File: config.mk
export PLATFORM = sky130hd
export DESIGN_NAME = verifier_beta_sequencer_flat
export DESIGN_NICKNAME = d
export VERILOG_FILES = /design/src/rtl/verifier_beta_sequencer_if.sv /design/src/rtl/verifier_beta_sequencer.sv /design/src/flat_wrapper.sv
export SDC_FILE = /design/constraint.sdc
export NUM_CORES = 1
export LEC_CHECK = 0
export CAP_MARGIN = 20
export CORE_AREA = 2 2 551 553
export DETAILED_ROUTE_END_ITERATION = 8
export DIE_AREA = 0 0 553 555
export SLEW_MARGIN = 20
export SYNTH_ARGS = -nofsm -noshare
export SYNTH_HDL_FRONTEND = slang
export SYNTH_SLANG_ARGS = --single-unit
File: constraint.sdc
create_clock -name clk -period 4.2 [get_ports clk]
set_input_delay 0.63 -clock clk [delete_from_list [all_inputs] [get_ports clk]]
set_output_delay 0.63 -clock clk [all_outputs]
set_load 0.02 [all_outputs]
File: src/rtl/verifier_beta_sequencer_if.sv
// verifier_beta_sequencer_if: request/response bus between the beta sequencer and one beta element
`ifndef F_NBITS
`define F_NBITS 61
`endif
interface verifier_beta_sequencer_if;
  logic elem_en, elem_restart, elem_mul_beta, elem_ready;
  logic [`F_NBITS-1:0] elem_w_val, elem_z_val, elem_beta;
  logic [1:0][`F_NBITS-1:0] elem_mul_beta_in;
  modport master(
    output elem_en, elem_restart, elem_mul_beta, elem_w_val, elem_z_val, elem_mul_beta_in,
    input  elem_ready, elem_beta
  );
  modport slave(
    input  elem_en, elem_restart, elem_mul_beta, elem_w_val, elem_z_val, elem_mul_beta_in,
    output elem_ready, elem_beta
  );
endinterface

File: src/rtl/verifier_beta_sequencer.sv
// verifier_beta_sequencer: walks NVALS (w,z) pairs through one beta element, then optionally scales the product
`ifndef F_NBITS
`define F_NBITS 61
`endif
module verifier_beta_sequencer #(
  parameter int NVALS = 8
) (
  input  logic                             clk,
  input  logic                             rstb,
  input  logic                             en,
  input  logic [NVALS-1:0][`F_NBITS-1:0]   w_vals,
  input  logic [NVALS-1:0][`F_NBITS-1:0]   z_vals,
  input  logic                             scale_en,
  input  logic [`F_NBITS-1:0]              scale_val,
  verifier_beta_sequencer_if.master        elem,
  output logic                             ready,
  output logic                             done,
  output logic [`F_NBITS-1:0]              beta_out
);
  localparam int FW = `F_NBITS;
  localparam int IW = NVALS > 1 ? $clog2(NVALS) : 1;
  localparam logic [IW-1:0] LAST = IW'(NVALS - 1);
  typedef enum logic [2:0] {
    ST_IDLE, ST_ISSUE, ST_GAP, ST_WAIT,
    ST_SCALE_ISSUE, ST_SCALE_GAP, ST_SCALE_WAIT, ST_DONE
  } state_t;
  state_t state, state_nx;
  logic en_dly, scale_en_q, scale_nx, start;
  logic [IW-1:0] idx, idx_nx;
  logic [FW-1:0] beta_nx;
  assign start = en & ~en_dly;
  assign ready = (state == ST_IDLE) & ~start;
  assign done = state == ST_DONE;
  assign elem.elem_en = (state == ST_ISSUE) | (state == ST_SCALE_ISSUE);
  assign elem.elem_restart = idx == '0;
  assign elem.elem_mul_beta = state == ST_SCALE_ISSUE;
  assign elem.elem_w_val = w_vals[idx];
  assign elem.elem_z_val = z_vals[idx];
  assign elem.elem_mul_beta_in[0] = elem.elem_beta;
  assign elem.elem_mul_beta_in[1] = scale_val;
  // en_dly resets high so an en held through reset is not seen as a rising edge
  always_ff @(posedge clk or negedge rstb) begin
    if (!rstb) begin
      state      <= ST_IDLE;
      en_dly     <= 1'b1;
      idx        <= '0;
      scale_en_q <= 1'b0;
      beta_out   <= '0;
    end else begin
      state      <= state_nx;
      en_dly     <= en;
      idx        <= idx_nx;
      scale_en_q <= scale_nx;
      beta_out   <= beta_nx;
    end
  end
  always_comb begin
    state_nx = state;
    idx_nx   = idx;
    scale_nx = scale_en_q;
    beta_nx  = beta_out;
    case (state)
      ST_IDLE: if (start) begin
        state_nx = ST_ISSUE;
        idx_nx   = '0;
        scale_nx = scale_en;
      end
      ST_ISSUE: state_nx = ST_GAP;
      ST_GAP:   state_nx = ST_WAIT;
      // a product of exactly 1 skips the scale step, mirroring the element's own multiply-by-1 skip
      ST_WAIT: if (elem.elem_ready) begin
        if (idx != LAST) begin
          idx_nx   = idx + 1'b1;
          state_nx = ST_ISSUE;
        end else if (scale_en_q && elem.elem_beta != FW'(1)) begin
          state_nx = ST_SCALE_ISSUE;
        end else begin
          beta_nx  = elem.elem_beta;
          state_nx = ST_DONE;
        end
      end
      ST_SCALE_ISSUE: state_nx = ST_SCALE_GAP;
      ST_SCALE_GAP:   state_nx = ST_SCALE_WAIT;
      ST_SCALE_WAIT: if (elem.elem_ready) begin
        beta_nx  = elem.elem_beta;
        state_nx = ST_DONE;
      end
      ST_DONE: state_nx = ST_IDLE;
      default: state_nx = ST_IDLE;
    endcase
  end
endmodule

File: src/flat_wrapper.sv
// flat-port wrapper written by rule: the top's interface ports become plain ports
module verifier_beta_sequencer_flat 
#(
  parameter int NVALS = 8
)
  (clk, rstb, en, w_vals, z_vals, scale_en, scale_val, ready, done, beta_out, elem_elem_en, elem_elem_restart, elem_elem_mul_beta, elem_elem_w_val, elem_elem_z_val, elem_elem_mul_beta_in, elem_elem_ready, elem_elem_beta);
  verifier_beta_sequencer_if elem_i ();
  input  logic clk;
  input  logic rstb;
  input  logic en;
  input  logic [NVALS-1:0][`F_NBITS-1:0] w_vals;
  input  logic [NVALS-1:0][`F_NBITS-1:0] z_vals;
  input  logic scale_en;
  input  logic [`F_NBITS-1:0] scale_val;
  output logic ready;
  output logic done;
  output logic [`F_NBITS-1:0] beta_out;
  output wire logic [$bits(elem_i.elem_en)-1:0] elem_elem_en;
  output wire logic [$bits(elem_i.elem_restart)-1:0] elem_elem_restart;
  output wire logic [$bits(elem_i.elem_mul_beta)-1:0] elem_elem_mul_beta;
  output wire logic [$bits(elem_i.elem_w_val)-1:0] elem_elem_w_val;
  output wire logic [$bits(elem_i.elem_z_val)-1:0] elem_elem_z_val;
  output wire logic [$bits(elem_i.elem_mul_beta_in)-1:0] elem_elem_mul_beta_in;
  input wire logic [$bits(elem_i.elem_ready)-1:0] elem_elem_ready;
  input wire logic [$bits(elem_i.elem_beta)-1:0] elem_elem_beta;
  assign elem_elem_en = elem_i.elem_en;
  assign elem_elem_restart = elem_i.elem_restart;
  assign elem_elem_mul_beta = elem_i.elem_mul_beta;
  assign elem_elem_w_val = elem_i.elem_w_val;
  assign elem_elem_z_val = elem_i.elem_z_val;
  assign elem_elem_mul_beta_in = elem_i.elem_mul_beta_in;
  assign elem_i.elem_ready = elem_elem_ready;
  assign elem_i.elem_beta = elem_elem_beta;
  verifier_beta_sequencer #(.NVALS(NVALS)) u_core (.clk(clk), .rstb(rstb), .en(en), .w_vals(w_vals), .z_vals(z_vals), .scale_en(scale_en), .scale_val(scale_val), .elem(elem_i), .ready(ready), .done(done), .beta_out(beta_out));
endmodule
Word-level counts from Yosys, hierarchy flattened
Cells that the tools add are included.
{"block": "op_classes", "addsub": 1, "n_lt_le_gt_ge": 1, "n_eq_ne": 15, "muxes": 19, "bitwise": 5, "reduce_logical": 9}
{"cell": "binary-select mux 61 bit (select 3 bit)", "count": 2}
{"cell": "two-way mux 61 bit", "count": 6}
{"cell": "case mux 61 bit (2 select lines)", "count": 1}
{"cell": "!= test 61 x 1 -> 1 bit, second input constant", "count": 1}
{"cell": "case mux 3 bit (8 select lines)", "count": 1}
{"cell": "two-way mux 3 bit", "count": 7}
{"cell": "equality test 3 bit, second input constant", "count": 4}
{"cell": "!= test 2 bit, second input constant", "count": 4}
{"cell": "equality test 3 x 2 -> 1 bit, second input constant", "count": 2}
{"cell": "zero test 3 bit", "count": 2}
{"cell": "case mux 3 bit (2 select lines)", "count": 1}
{"cell": "AND reduction 5 bit", "count": 1}
{"cell": "less-than comparator 3 x 4 -> 1 bit, second input constant", "count": 1}
{"cell": "!= test 2 x 1 -> 1 bit, second input constant", "count": 2}
{"cell": "AND reduction 4 bit", "count": 1}
{"cell": "nonzero test 2 bit", "count": 2}
{"cell": "adder 3 x 1 -> 3 bit, second input constant", "count": 1}
{"cell": "equality test 3 x 1 -> 1 bit, second input constant", "count": 1}
{"cell": "!= test 3 bit, second input constant", "count": 1}
{"cell": "AND reduction 3 bit", "count": 1}
{"cell": "AND 1 bit", "count": 2}
{"cell": "two-way mux 2 bit", "count": 1}
{"cell": "inverter 1 bit", "count": 2}
{"cell": "AND reduction 2 bit", "count": 1}
{"cell": "2 further kinds", "count": 2}
{"block": "totals", "reg_bits": 69, "in_bits": 1103, "out_inout_bits": 310, "wordCells": 55}

Logic depth before layout (Yosys ltp)
Gate-level depths: netlist of run 1.
{"block": "depth", "ltp_word": 6, "ltp_mapped": 7}

Least setup slack after synthesis of run 1
OpenSTA, ideal clock, no wires.
{"block": "synth_timing", "path_type": "reg2out", "startpoint": "reg u_core.idx[0]", "endpoint": "out elem_elem_z_val[33]", "t_arrival_ns": 1.763, "t_required_ns": 3.570, "slack_ns": 1.807, "path_stages_with_launch": 7, "n_path_buf": 3, "path_cell_list": "dfrtp_1 clkbuf_1 buf_2 buf_2 mux4_2 nand2_1 nand2_1"}
{"block": "synth_between", "elab_chain_cells": 2}
{"element": "from (decl)", "line": "verifier_beta_sequencer.sv:29", "source": "logic [IW-1:0] idx, idx_nx;"}
{"element": "from (signal assigned)", "line": "verifier_beta_sequencer.sv:52", "source": "idx <= idx_nx;"}
{"element": "binary-select mux 61 bit (select 3 bit)", "line": "verifier_beta_sequencer.sv:38", "source": "assign elem.elem_z_val = z_vals[idx];"}
{"element": "two-way mux 61 bit (not written as such)", "line": "verifier_beta_sequencer.sv:38"}
{"element": "to (decl)", "line": "flat_wrapper.sv:22", "source": "output wire logic [$bits(elem_i.elem_z_val)-1:0] elem_elem_z_val;"}
Every way passes these cells. The select of a mux whose other input is x is not followed.

Worst setup path after layout of run 1
{"block": "layout_timing", "startpoint": "reg u_core.idx[0]", "endpoint": "out elem_elem_w_val[5]"}
{"block": "layout_between", "elab_chain_cells": 2}
{"element": "binary-select mux 61 bit (select 3 bit)", "line": "verifier_beta_sequencer.sv:37", "source": "assign elem.elem_w_val = w_vals[idx];"}
{"element": "two-way mux 61 bit (not written as such)", "line": "verifier_beta_sequencer.sv:37"}
{"element": "to (decl)", "line": "flat_wrapper.sv:21", "source": "output wire logic [$bits(elem_i.elem_w_val)-1:0] elem_elem_w_val;"}
Every way passes these cells. The select of a mux whose other input is x is not followed.

==> reports/results.ini, run 1 <==
[timing]
period_minus_slack_ns = 3.85
fin_crit_sh_pct = 91.6
max_freq_mhz = 260
worstMarginPinSlew_ns = 0.926
skew_ns = 0.0419
hold_violations = 0
slew_headroom_pct = 38.3
totalNegativeSetupSlack_ns = 0
final-setup-viol-count = 0
rsz0062_at_grt = no
setup_slack_ns = 0.353
slew_violations = 0

[detailed_routing]
viasPerCell = 2.65
vias = 16600
avgRoutedWirePerCell_um = 35.5
ant_nets = 0
drt_iter0_drc = 1462
first_pass_iters = 5
wirelength_um = 222000
drc_errors = 0

[floorplanning]
start_util_pct = 3.64
die_area_um2 = 307000
core_area_um2 = 301000
rows = 202
die_w_um = 553
die_y_um = 555
io_pins = 1413

[setup_path]
path_class = register to output pin
start_kind = register
path_cells = buf_12, buf_4, mux4_2, nand2_1, nand2_1, clkdlybuf4s50_1
end_kind = output pin
worst-path-buf-inv = 3
cp_top_family = buffers and inverters
critPathSlowestCell = mux4_2
required_ns = 3.57
cp.arrival_ns = 3.22
cpMostUsedCell = nand2_1
cpPeakStageDelay_ns = 0.58
crit_path_max_fanout = 14

[global_route]
grt_pass1_vias = 16200
antenna_found_initial = 351
grt_start_max_net_pins = 101
busiest_layer = met2
use_met3_pct = 7.91
grt_use_total_pct = 13.9
overflow = 0
grt_util_met1_pct = 14.7
grt_pass1_wl_um = 258000
use_met2_pct = 21.9

[yosys]
synth_warnings = 0
yosysSeqAreaShare_pct = 15.7
synthArstFlopShare_pct = 100
netlist_instances = 1029
synth_top_area_share_pct = 50.1
netlist_area_um2 = 11000
synth_seq_cells = 69
synth_edf_count = 0
syn_area_per_cell_um2 = 10.7
yosysTopAreaCell = mux4_2
syn_nets = 2135
synth.distinct_cells = 36
yosys_most_used_dff = dfrtp_1
yosys-top-cells-area = mux4_2, dfrtp_1, nand2_1

[power_and_ir_drop]
p_int_mw = 6.59
p_clk_share_pct = 6.0
p_sw_mw = 8.33
switching_share_pct = 55.8
seqPwrFrac_pct = 7.1
power_frac_comb_pct = 87.0
ir_drop_v = 0.000348
p_leak_nw = 9.20
p_per_area_nw_per_um2 = 523

[clocking]
cts_tree = done
post_cts_buffers = 0
cts_hold_buf = 0
cts_resized = 0
cts_root_buf = clkbuf_16
htree_levels = 3
clk_pin_slew_ns = 0.10
cts_inserted_buffers = 9
clock_path_buffers = 2
cts_sinks = 69
clk_latency_ns = 0.41

[cells_and_area]
drive_gt1_share_pct = 17.1
final_cell_mix = clkdlybuf4s50_1, nand2_1, mux4_2
ff_latch_area_um2 = 1740
fillCellCount = 34900
multi_input_area_um2 = 7890
final_common_cell = clkdlybuf4s50_1
synthToLayoutAreaGrowth_pct = 160
fin_nets = 3264

[placed_design]
gp_congestion = 1.07
post-place-ws_ns = 0.512
io_buffers = 1290
dp_hpwl_um = 206000

[worst_hold_path]
holdCritPathClass = primary input to async pin

[flow_run]
max_cap_violations = 0

[outcome]
status = complete, no violations

[cell type report]
| class | instances | share of cell area (%) |
|---|---|---|
| multi-input combinational | 737 | 27.6 |
| tap | 3978 | 17.4 |
| antenna | 128 | 1.12 |
| timing repair buffer | 1337 | 46.6 |
| inverter | 4 | 0.0789 |
| clock buffer | 9 | 0.789 |
| sequential | 69 | 6.09 |
| clock inverter | 7 | 0.289 |
[worst reg2reg max path: cells and delay by family, from the launching register on]
| kind | cells | cell delay, ns |
|---|---|---|
| buffers and inverters | 2 | 0.67 |
| AO/OA/AOI/OAI | 3 | 0.66 |
| flip-flops | 1 | 0.48 |
| adder cells (fa/ha/maj) | 1 | 0.41 |
| AND/OR/NAND/NOR | 1 | 0.15 |
[power groups by stage]
stage	logic, mW	clock network (mW)	registers, mW
after floorplan	5.62	0	1.18
after global placement	13.5	0	1.07
after detailed placement	13.5	0	1.06
after CTS	13.5	0.950	1.06
after global routing	13.7	0.966	1.08
final	13.0	0.892	1.05
[sequential cells by signal, indices dropped and copies added (netlist names)]
register,flops
u_core.beta_out,61
u_core.en_dly,1
u_core.idx,3
u_core.scale_en_q,1
u_core.state,3
[cell usage after synthesis (all sizes together) (5+ instances only)]
library cell	number
dfrtp	68
a21oi	5
nand2	374
mux4	244
nand4	5
nor4	14
nor2b	5
clkbuf	35
nor2	6
a22o	60
buf	184
[cells by family (layout without fill, tap and decap cells)]
group | after synthesis | count (layout) | synth area share, %
muxes | 248 | 248 | 50.5
DFF | 69 | 69 | 15.7
AOI/OAI and AO/OA | 74 | 74 | 5.86
adders and majority gates | 3 | 3 | 0.342
and+or+nand+nor | 412 | 412 | 15.0
other | 0 | 128 | 0
buffers and inverters | 223 | 1357 | 12.6
[layer usage]
layer,vias up,part of all wire [%]
li1,6232,-
met1,7936,36
met2,1631,45
met3,671,13
met4,174,5.8
met5,-,0.59
[worst paths after layout]
path	start	endpoint	slack, ns	depth (start not counted)
worst max-delay path	u_core.idx[0]	elem_elem_w_val[5]	0.35	6
worst min-delay path	rstb	u_core.beta_out[16]	0.30	1
worst max register to register	u_core.idx[2]	u_core.beta_out[45]	1.69	7
worst min register to register	u_core.beta_out[26]	u_core.beta_out[26]	0.50	1
max in group asynchronous	rstb	u_core.beta_out[32]	2.96	2
min in group clk	u_core.beta_out[26]	u_core.beta_out[26]	0.50	1
[metrics by stage]
stage	power, mW	cell area [µm²]	util, %	cells	hold WS, ns
floorplan	6.81	11000	-	1029	0.334
global route	15.7	28400	9.43	6207	0.335
detailed placement	14.5	27900	9.27	6125	0.482
CTS	15.5	28200	9.37	6141	0.285
finish	14.9	28600	9.48	6269	0.303
global placement	14.6	27900	9.27	6125	0.485
No activity file was read; power rests on OpenSTA's default activity.
==> run 2: changes to the inputs <==
--- a/config.mk
+++ b/config.mk
@@ -7,8 +7,11 @@
 export LEC_CHECK = 0
 export CAP_MARGIN = 20
 export CORE_AREA = 2 2 551 553
+export CTS_CLUSTER_DIAMETER = 30
 export DETAILED_ROUTE_END_ITERATION = 8
 export DIE_AREA = 0 0 553 555
+export MAX_ROUTING_LAYER = met4
+export SKIP_CTS_REPAIR_TIMING = 1
 export SLEW_MARGIN = 20
 export SYNTH_ARGS = -nofsm -noshare
 export SYNTH_HDL_FRONTEND = slang
==> reports/results.ini, run 2 (synthesis gave the netlist of run 1 again) <==
[global_route]
overflow = 0  ; unchanged
grt_start_max_net_pins = 69  ; -32%
antenna_found_initial = 290  ; -17%
grt_pass1_wl_um = 259000  ; +0.31%
grt_pass1_vias = 16100  ; -0.72%
grt_use_total_pct = 14.4  ; +0.51 points

[flow_run]
max_cap_violations = 0  ; unchanged

[floorplanning]
rows = 202  ; unchanged
core_area_um2 = 301000  ; unchanged
die_y_um = 555  ; unchanged
start_util_pct = 3.64  ; unchanged
die_w_um = 553  ; unchanged
die_area_um2 = 307000  ; unchanged
io_pins = 1413  ; unchanged

[power_and_ir_drop]
p_per_area_nw_per_um2 = 527  ; +0.92%
ir_drop_v = 0.000310  ; -11%
p_total_mw = 15.2  ; +1.6%
p_leak_nw = 9.22  ; +0.18%

[cells_and_area]
final_common_cell = clkdlybuf4s50_1
fin_nets = 3266  ; +0.061%
top_register = u_core.beta_out
drive_gt1_share_pct = 17.2  ; +0.077 points
finalInstanceArea_um2 = 28800  ; +0.66%
final_cells = 6333  ; +1.0%
largest_reg_flops = 61  ; unchanged
final_cell_mix = clkdlybuf4s50_1, nand2_1, mux4_2
reg.largest.list = u_core.beta_out (61), u_core.idx (3), u_core.state (3)
synthToLayoutAreaGrowth_pct = 162

[timing]
period_minus_slack_ns = 4.04  ; +0.197 ns
final-setup-viol-count = 0  ; unchanged
totalNegativeSetupSlack_ns = 0  ; unchanged
worstMarginPinSlew_ns = 0.784  ; -0.142 ns
max_freq_mhz = 247  ; -4.9%
hold_violations = 0  ; unchanged
skew_ns = 0.0211  ; -0.0208 ns
fin_crit_sh_pct = 96.3  ; +4.7 points
slew_violations = 0  ; unchanged
slew_headroom_pct = 47.7  ; +9.5 points
rsz0062_at_grt = no

[clocking]
htree_levels = 3  ; unchanged
cts_inserted_buffers = 9  ; unchanged
clk_latency_ns = 0.38  ; -0.03 ns
clock_path_buffers = 2  ; unchanged
cts_sinks = 69  ; unchanged
clk_pin_slew_ns = 0.07  ; -0.03 ns
cts_root_buf = clkbuf_16
cts_tree = done

[setup_path]
cp_top_family = buffers and inverters
worst-path-buf-inv = 4  ; +1
cpMostUsedCell = buf_12
required_ns = 3.57  ; about the same
critPathSlowestCell = dfrtp_4
crit_path_max_fanout = 15  ; +1
cp.arrival_ns = 3.41  ; +0.19 ns
end_kind = output pin
cpPeakStageDelay_ns = 0.65  ; +0.07 ns
path_class = register to output pin
critPathLaunch = u_core.idx[0]
path_cells = buf_12, buf_12, buf_12, mux4_2, nand2_1, nand2_1, clkdlybuf4s50_1
start_kind = register
r2r-start = u_core.idx[0]

[detailed_routing]
first_pass_iters = 5  ; unchanged
ant_nets = 0  ; unchanged
wirelength_um = 224000  ; +0.74%
drt_iter0_drc = 1281  ; -12%
avgRoutedWirePerCell_um = 35.4  ; -0.27%
viasPerCell = 2.55  ; -3.9%
vias = 16200  ; -3.0%
drc_errors = 0  ; unchanged

[placed_design]
dp_hpwl_um = 207000  ; +0.78%
gp_congestion = 1.08  ; +1.0%
io_buffers = 1290  ; unchanged
post_dp_cell_area_um2 = 28000  ; +0.19%
place_inst = 6127  ; +0.033%

[outcome]
status = complete, no violations

[worst_hold_path]
holdCritPathClass = primary input to async pin

run 2: changes by cell type in the layout (fill, tap and decap cells not counted), sizes merged:
| cell | previous run | this run |
|---|---|---|
| clkinv | 1 | 2 |
| clkinvlp | 2 | 1 |
| buf | 95 | 97 |
| bufinv | 1 | 0 |
| diode | 128 | 190 |
| inv | 7 | 8 |
run 2: path summary, 6_finish.rpt:
kind | to | slack, ns | depth (start not counted)
min reg2reg | u_core.beta_out[28] | 0.50 | 1
max in group asynchronous | u_core.idx[2] | 2.99 | 2
min in group clk | u_core.beta_out[28] | 0.50 | 1
max | elem_elem_z_val[24] | 0.16 | 7
max reg2reg | u_core.beta_out[49] | 1.08 | 8
min | u_core.beta_out[22] | 0.30 | 1
run 2: final cells by class:
type,instances,area [µm²]
timing repair buffer,1339,13400
fill,34800,273000
tap,3978,4980
multi-input combinational,737,7890
clock buffer,9,225
inverter,4,22.5
clock inverter,7,62.6
antenna,190,475
sequential,69,1740
run 2: power breakdown:
| part | internal, mW | switching, mW | total (mW) |
|---|---|---|---|
| registers | 0.870 | 0.211 | 1.08 |
| logic | 5.33 | 7.95 | 13.3 |
| clock network | 0.414 | 0.392 | 0.806 |
| total | 6.61 | 8.55 | 15.2 |
run 2: stage by stage:
stage	worst slack, ns	util (%)	hold slack [ns]
2_1_floorplan	1.81	-	0.334
3_5_place_dp	0.465	9.29	0.480
6_report	0.156	9.54	0.299
4_1_cts	0.0192	9.39	0.270
3_3_place_gp	0.485	9.29	0.483
5_1_grt	0.0216	9.52	0.328
run 2: layer usage:
layer	up-vias	wire, µm	global-route usage (%)
met5	-	0	-
met4	0	11800	6.03
met3	465	26800	6.47
met2	1389	102000	22.7
met1	7953	83400	15.7
li1	6343	-	-
